### config.mk
export PLATFORM = sky130hd
export DESIGN_NAME = data_bridge
export DESIGN_NICKNAME = d
export VERILOG_FILES = /design/src/rtl/data_bridge.sv
export SDC_FILE = /design/constraint.sdc
export NUM_CORES = 1
export LEC_CHECK = 0
export ABC_AREA = 1
export BUFFER_PORTS_ARGS = -buffer_cell sky130_fd_sc_hd__buf_2
export CAP_MARGIN = 40
export CORE_UTILIZATION = 46
export CTS_BUF_LIST = sky130_fd_sc_hd__clkbuf_8
export CTS_CLUSTER_SIZE = 20
export DETAILED_ROUTE_END_ITERATION = 10
export PLACE_DENSITY = 0.9
export SKIP_LAST_GASP = 1
export SLEW_MARGIN = 20
export SYNTH_ARGS = -nofsm -noshare
export SYNTH_HDL_FRONTEND = slang
export SYNTH_SLANG_ARGS = --single-unit
### constraint.sdc
create_clock -name clk -period 1.6 [get_ports clk]
set_input_delay 0.16 -clock clk [delete_from_list [all_inputs] [get_ports clk]]
set_output_delay 0.16 -clock clk [all_outputs]
set_load 0.03 [all_outputs]
### src/rtl/data_bridge.sv
// Single-outstanding bridge from a stalling CPU data port to AXI read/write channels.
// The request is captured on leaving IDLE; AXI fields are derived from the captured copy.
module data_bridge (
  input  logic        clk,
  input  logic        rst,
  input  logic        d_req,
  input  logic        d_wr,
  input  logic [2:0]  d_size,
  input  logic [31:0] d_addr,
  input  logic [31:0] d_wdata,
  output logic [31:0] d_rdata,
  output logic        d_stall,
  output logic [31:0] araddr,
  output logic [2:0]  arsize,
  output logic        arvalid,
  input  logic        arready,
  input  logic [31:0] rdata,
  input  logic [1:0]  rresp,
  input  logic        rvalid,
  output logic        rready,
  output logic [31:0] awaddr,
  output logic [2:0]  awsize,
  output logic        awvalid,
  input  logic        awready,
  output logic [31:0] wdata,
  output logic [3:0]  wstrb,
  output logic        wvalid,
  input  logic        wready,
  input  logic [1:0]  bresp,
  input  logic        bvalid,
  output logic        bready
);

  typedef enum logic [2:0] {
    IDLE    = 3'd0,
    RD_ADDR = 3'd1,
    RD_DATA = 3'd2,
    WR_REQ  = 3'd3,
    WR_RESP = 3'd4,
    DONE    = 3'd5
  } state_t;

  state_t      state;
  logic [1:0]  req_size;
  logic [31:0] req_addr;
  logic [31:0] req_wdata;
  logic        aw_done;
  logic        w_done;
  logic        aw_fin;
  logic        w_fin;
  logic        resp_unused;

  // Sizes 3..7 collapse onto word.
  function automatic logic [1:0] size_code(input logic [2:0] size);
    if (size == 3'd0)      return 2'd0;
    else if (size == 3'd1) return 2'd1;
    else                   return 2'd2;
  endfunction

  function automatic logic [3:0] strobe_for(input logic [1:0] size, input logic [1:0] lsb);
    case (size)
      2'd0:    return 4'b0001 << lsb;
      2'd1:    return lsb[1] ? 4'b1100 : 4'b0011;
      default: return 4'b1111;
    endcase
  endfunction

  function automatic logic [31:0] lane_replicate(input logic [1:0] size, input logic [31:0] data);
    case (size)
      2'd0:    return {4{data[7:0]}};
      2'd1:    return {2{data[15:0]}};
      default: return data;
    endcase
  endfunction

  // Response codes carry no meaning for the CPU side; errors complete like OKAY.
  assign resp_unused = ^{rresp, bresp};

  assign d_stall = d_req & (state != DONE);
  assign araddr  = req_addr;
  assign awaddr  = req_addr;
  assign arsize  = {1'b0, req_size};
  assign awsize  = {1'b0, req_size};
  assign wstrb   = strobe_for(req_size, req_addr[1:0]);
  assign wdata   = lane_replicate(req_size, req_wdata);

  // Address and data channels may finish in either order or together.
  assign aw_fin = aw_done | (awvalid & awready);
  assign w_fin  = w_done  | (wvalid  & wready);

  always_ff @(posedge clk) begin
    if (rst) begin
      state     <= IDLE;
      arvalid   <= 1'b0;
      rready    <= 1'b0;
      awvalid   <= 1'b0;
      wvalid    <= 1'b0;
      bready    <= 1'b0;
      aw_done   <= 1'b0;
      w_done    <= 1'b0;
      d_rdata   <= 32'd0;
      req_size  <= 2'd0;
      req_addr  <= 32'd0;
      req_wdata <= 32'd0;
    end else begin
      case (state)
        IDLE: begin
          if (d_req) begin
            req_size  <= size_code(d_size);
            req_addr  <= d_addr;
            req_wdata <= d_wdata;
            if (d_wr) begin
              state   <= WR_REQ;
              awvalid <= 1'b1;
              wvalid  <= 1'b1;
              aw_done <= 1'b0;
              w_done  <= 1'b0;
            end else begin
              state   <= RD_ADDR;
              arvalid <= 1'b1;
            end
          end
        end
        RD_ADDR: begin
          if (arready) begin
            arvalid <= 1'b0;
            rready  <= 1'b1;
            state   <= RD_DATA;
          end
        end
        RD_DATA: begin
          if (rvalid) begin
            d_rdata <= rdata;
            rready  <= 1'b0;
            state   <= DONE;
          end
        end
        WR_REQ: begin
          if (awvalid && awready) begin
            awvalid <= 1'b0;
            aw_done <= 1'b1;
          end
          if (wvalid && wready) begin
            wvalid <= 1'b0;
            w_done <= 1'b1;
          end
          if (aw_fin && w_fin) begin
            bready <= 1'b1;
            state  <= WR_RESP;
          end
        end
        WR_RESP: begin
          if (bvalid) begin
            bready <= 1'b0;
            state  <= DONE;
          end
        end
        DONE:    state <= IDLE;
        default: state <= IDLE;
      endcase
    end
  end

endmodule

# --- After elaboration in Yosys (flattened, before gate mapping) ---
# Index checks and enable logic that the tools add are counted.
totals:
  register_bits: 108
op_classes:
  n_eq_ne: 16
  n_shift: 1
  muxes: 34
  n_bitwise: 5
  n_reduce_logical: 18
op_table:
  columns: ["operator", "n"]
  rows:
  - ["$pmux 32 s2", 1]
  - ["$ne 2x2->1 const B", 9]
  - ["$mux 1", 15]
  - ["$mux 3", 5]
  - ["$pmux 3 s5", 1]
  - ["$pmux 1 s2", 7]
  - ["$reduce_and 4->1", 3]
  - ["$pmux 4 s2", 1]
  - ["$reduce_bool 2->1", 4]
  - ["$eq 3x1->1 const B", 2]
  - ["$eq 3x2->1 const B", 2]
  - ["$logic_not 3->1", 2]
  - ["$mux 2", 3]
  - ["$reduce_and 3->1", 2]
  - ["$reduce_and 5->1", 1]
  - ["$mux 4", 1]
  - ["$reduce_and 2->1", 2]
  - ["$shl 1x2->4 const A", 1]
  - ["$and 1x1->1", 3]
  - ["$eq 3x3->1 const B", 1]
  - ["$logic_and 1x1->1", 3]
  - ["$ne 3x3->1 const B", 1]
  - ["$eq 2x1->1 const B", 1]
  - ["$logic_not 2->1", 1]
  - ["$or 1x1->1", 2]

# --- Longest topological paths before layout ---
depth:
  word_depth: 5
  ltp_mapped: 9
  depth_no_buf: 7

# --- Least setup slack after synthesis ---
# Ideal clock, no wire load.
synth_path:
  path_type: "reg2out"
  from: "register req_size[1]"
  to: "output wdata[10]"
  arrival_time_ns: 1.814
  required_ns: 1.440
  path_slack_ns: -0.374
  stages_incl_launch_ff: 5
  cell_sequence: "dfxtp_1 clkbuf_1 nor2_1 clkbuf_1 o21ai_0"
synth_via:
  elab_chain_len: 2
  elab_cells_between_ends: 3
  cone_classes: "eq/ne (1); mux (1); reduce/logical (1)"
synth_rtl:
  columns: ["item", "line", "source"]
  rows:
  - ["start, declared", "44", "logic [1:0] req_size;"]
  - ["start signal, assigned", "109", "req_size <= size_code(d_size);"]
  - ["$eq 2x1->1 / $logic_not 2->1 (equally long branches)", "69", "case (size)"]
  - ["$pmux 32 s2 *", "69", null]
  - ["end, declared", "25", "output logic [31:0] wdata,"]
# Mark *: on every way between the ends. The rest lies on a longest branch, timed or not.

# --- Worst setup path in the final report ---
layout_path:
  from: "register req_size[1]"
  to: "output wdata[30]"
# Same word-level chain as after synthesis.

==> results by group <==
Run status
  • Run status: finished, final reports clean

Clock network
  • TritonCTS buffer count: 9
  • Clock Tree Root: sky130_fd_sc_hd__clkbuf_8
  • Clock-pin slew reported for the worst setup and hold paths after clock tree synthesis: about 0.11 ns
  • Total number of clock tree sinks: 108
  • Clock latency at the later pin of the worst-skew pair: 0.35 ns
  • Number of levels the H-tree was split into: 3
  • CTS tree: built
  • Maximum root-to-sink buffer count: 2

Worst setup path
  • Arrival time at the worst endpoint: 1.37 ns
  • Classification of the worst setup path: reg2out
  • Capturing point of the worst reg2reg path: d_rdata[13]
  • Critical path fanouts, max: 8
  • Startpoint Class: flip-flop
  • Crit. End Element: primary output
  • Endpoint required time on the critical path: between 1 and 1.5 ns
  • R2r startpoint: state[0]
  • Reg2Reg Depth: 6
  • Reg2reg setup slack: 0.15 ns

Routing
  • Vias per std cell: 4.89
  • Post-detailed-route wirelength per cell: 13.2 um
  • Number of optimization iterations in the first detailed-route pass: 5
  • Via count: 4592
  • Final wirelength: around 12 mm
  • DRC violation total after the first TritonRoute iteration: 179
  • DRC viols: 0
  • Post-detailed-route count of antenna-violating nets: 0

Hold path
  • Hold path endpoint: araddr[13]
  • Hold path start: d_addr[13]
  • Cell depth of the worst min-delay path: 3
  • Worst min-delay path category: in2reg

Yosys
  • Post-Synthesis Cell Area: 0.00454 mm^2
  • Register bit count reported by yosys: between 100 and 150
  • Number of library cell types mapped by synthesis: 24
  • Number of enable flip-flop cells after synthesis: 0
  • Most used flip-flop cell after synthesis: sky130_fd_sc_hd__dfxtp_1
  • Avg Cell Area, Syn: approximately 7.5 um^2
  • Sequential-to-total area share from yosys stat: 47.6%
  • Async set-reset flop share out of synthesis: 0%
  • Warnings, synthesis: 0
  • Post-synthesis instance total: 602

STA
  • Final hold violations: 0
  • Final critical-path share of the clock period: 95.8%
  • Final critical-path required period: 1.53 ns
  • Summed negative setup slack over all endpoints: 0 ns
  • Top achievable clock speed: 652 MHz
  • Clk_skew: around 0.015 ns
  • Unrepaired setup endpoints after global routing: true
  • Final Max Slew Viols: 0
  • Total setup violations reported at the end of the flow: 0

Global route
  • Via count of the first global-routing pass: a little under 4000
  • Initial antenna violation count: 1
  • Total global routing overflow: 0
  • Wire length of the first global-routing pass: 18.7 mm
  • Pin count of the biggest net entering global routing: 69
  • Overall track demand over capacity in global routing: 23.1%

Final layout
  • Most common library cell in the layout ignoring fill and taps: sky130_fd_sc_hd__buf_2
  • Antenna diodes: 0
  • Filler-free cell count of the finished design: 940
  • Utilization after layout: 64.0%
  • Proportion of layout cells with a drive suffix above 1: 38.7%
  • Most frequent cells in the layout: sky130_fd_sc_hd__buf_2 (236), sky130_fd_sc_hd__dfxtp_1 (106), sky130_fd_sc_hd__nand2_1 (98), sky130_fd_sc_hd__nor2_1 (86), sky130_fd_sc_hd__o21ai_0 (73)
  • Number of nets in the layout: just over 900
  • Area growth from synthesis to layout: 32.6%

Placed design
  • Inst Count DP: 918
  • Count of port buffers added during placement: 249
  • HPWL after detailed placement: a little over 9 mm
  • Gpl congestion: 0.845

Die
  • Starting utilization of the core area: approximately half
  • Width of the die: 101 um
  • Row cnt: 35
  • Top Ports: 256
  • Total Die Area: 0.0103 mm^2
  • Floorplan die height: 101 um
  • CORE AREA: ~0.0094 mm^2

Power
  • Reported leakage power: slightly below 3 nW
  • Largest vdd supply drop: 0.991 mV
  • Areal power density over the cells: 1850 mW/mm^2
  • Final total power: 0.0112 W

Job
  • Max capacitance violation total: 0
cell type report:
| class | count | area [um^2] |
|---|---|---|
| fill | 848 | 3390 |
| sequential | 108 | 2170 |
| multi-input combinational | 376 | 1840 |
| timing repair buffer | 272 | 1500 |
| tap | 129 | 161 |
| inverter | 39 | 146 |
| clock buffer | 10 | 138 |
| clock inverter | 6 | 71.3 |
critical path: stages (launching register included):
cell and delay (ns):
sky130_fd_sc_hd__dfxtp_2 0.37, sky130_fd_sc_hd__inv_2 0.09, sky130_fd_sc_hd__buf_4 0.19, sky130_fd_sc_hd__o221ai_2 0.19, sky130_fd_sc_hd__buf_4 0.19
report_power, final:
group | internal [W] | total (W) | switching [W]
clock | 0.000785 | 0.00171 | 0.000927
combinational | 0.00171 | 0.00568 | 0.00397
sequential | 0.00337 | 0.00377 | 0.000401
total | 0.00586 | 0.0112 | 0.00530
sequential cells by signal, summed over array words and instances (netlist names), 2 cells and up:
register and flops:
state 3, req_size 2, req_wdata 32, araddr 32, d_rdata 32
cells in the mapped netlist (2+ instances only):
library cell,n,area [um^2]
sky130_fd_sc_hd__a21oi_1,68,340
sky130_fd_sc_hd__buf_2,5,25.0
sky130_fd_sc_hd__buf_4,47,353
sky130_fd_sc_hd__buf_6,6,67.6
sky130_fd_sc_hd__clkbuf_1,21,78.8
sky130_fd_sc_hd__dfxtp_1,108,2160
sky130_fd_sc_hd__inv_1,38,143
sky130_fd_sc_hd__nand2_1,99,372
sky130_fd_sc_hd__nand3_1,13,65.1
sky130_fd_sc_hd__nor2_1,87,327
sky130_fd_sc_hd__nor2_4,2,22.5
sky130_fd_sc_hd__o21ai_0,83,415
sky130_fd_sc_hd__o21ai_1,7,35.0
sky130_fd_sc_hd__o221ai_1,8,70.1
metrics by stage:
step           setup slack (ns)  hold slack (ns)  cell area, um^2
6_report                 0.0674           0.0242             6020
5_1_grt                 -0.0159           0.0135             6020
4_1_cts                0.000694          0.00583             5970
3_5_place_dp              0.155            0.387             5690
3_3_place_gp              0.170            0.379             5690
2_1_floorplan           -0.0855            0.295             4660
how the worst max path moves through the flow:
stage                 from   endpoint  slack, ns  cells after the start
2_1_floorplan  req_size[1]   wstrb[0]      -0.09                      4
3_3_place_gp   req_size[1]  wdata[29]       0.17                      4
3_5_place_dp   req_size[1]  wdata[29]       0.15                      4
4_1_cts        req_size[0]  wdata[14]     0.0007                      5
5_1_grt        req_size[1]  wdata[29]      -0.02                      4
6_report       req_size[1]  wdata[30]       0.07                      4
layer usage:
metal / part of all wire (%) / track usage (%)
met2: 50 / 40.9
met3: 6.5 / 4.55
met5: 0.10 / 0
met1: 41 / 28.7
met4: 1.4 / 6.24
cells by family after synthesis:
family	synth area share, %
other cells	0.0826
simple gates	18.0
flops	47.6
buf+inv	14.9
compound gates	19.5
what timing repair did:
item | in CTS | in global routing
pin swaps | 0 | 0
hold buffers | 0 | 0
gates cloned | 1 | 0
buffers inserted | 4 | 1
gates resized for setup | 16 | 12
endpoints found under the setup margin | 16 | 15
No activity file was read; power rests on OpenSTA's default activity.
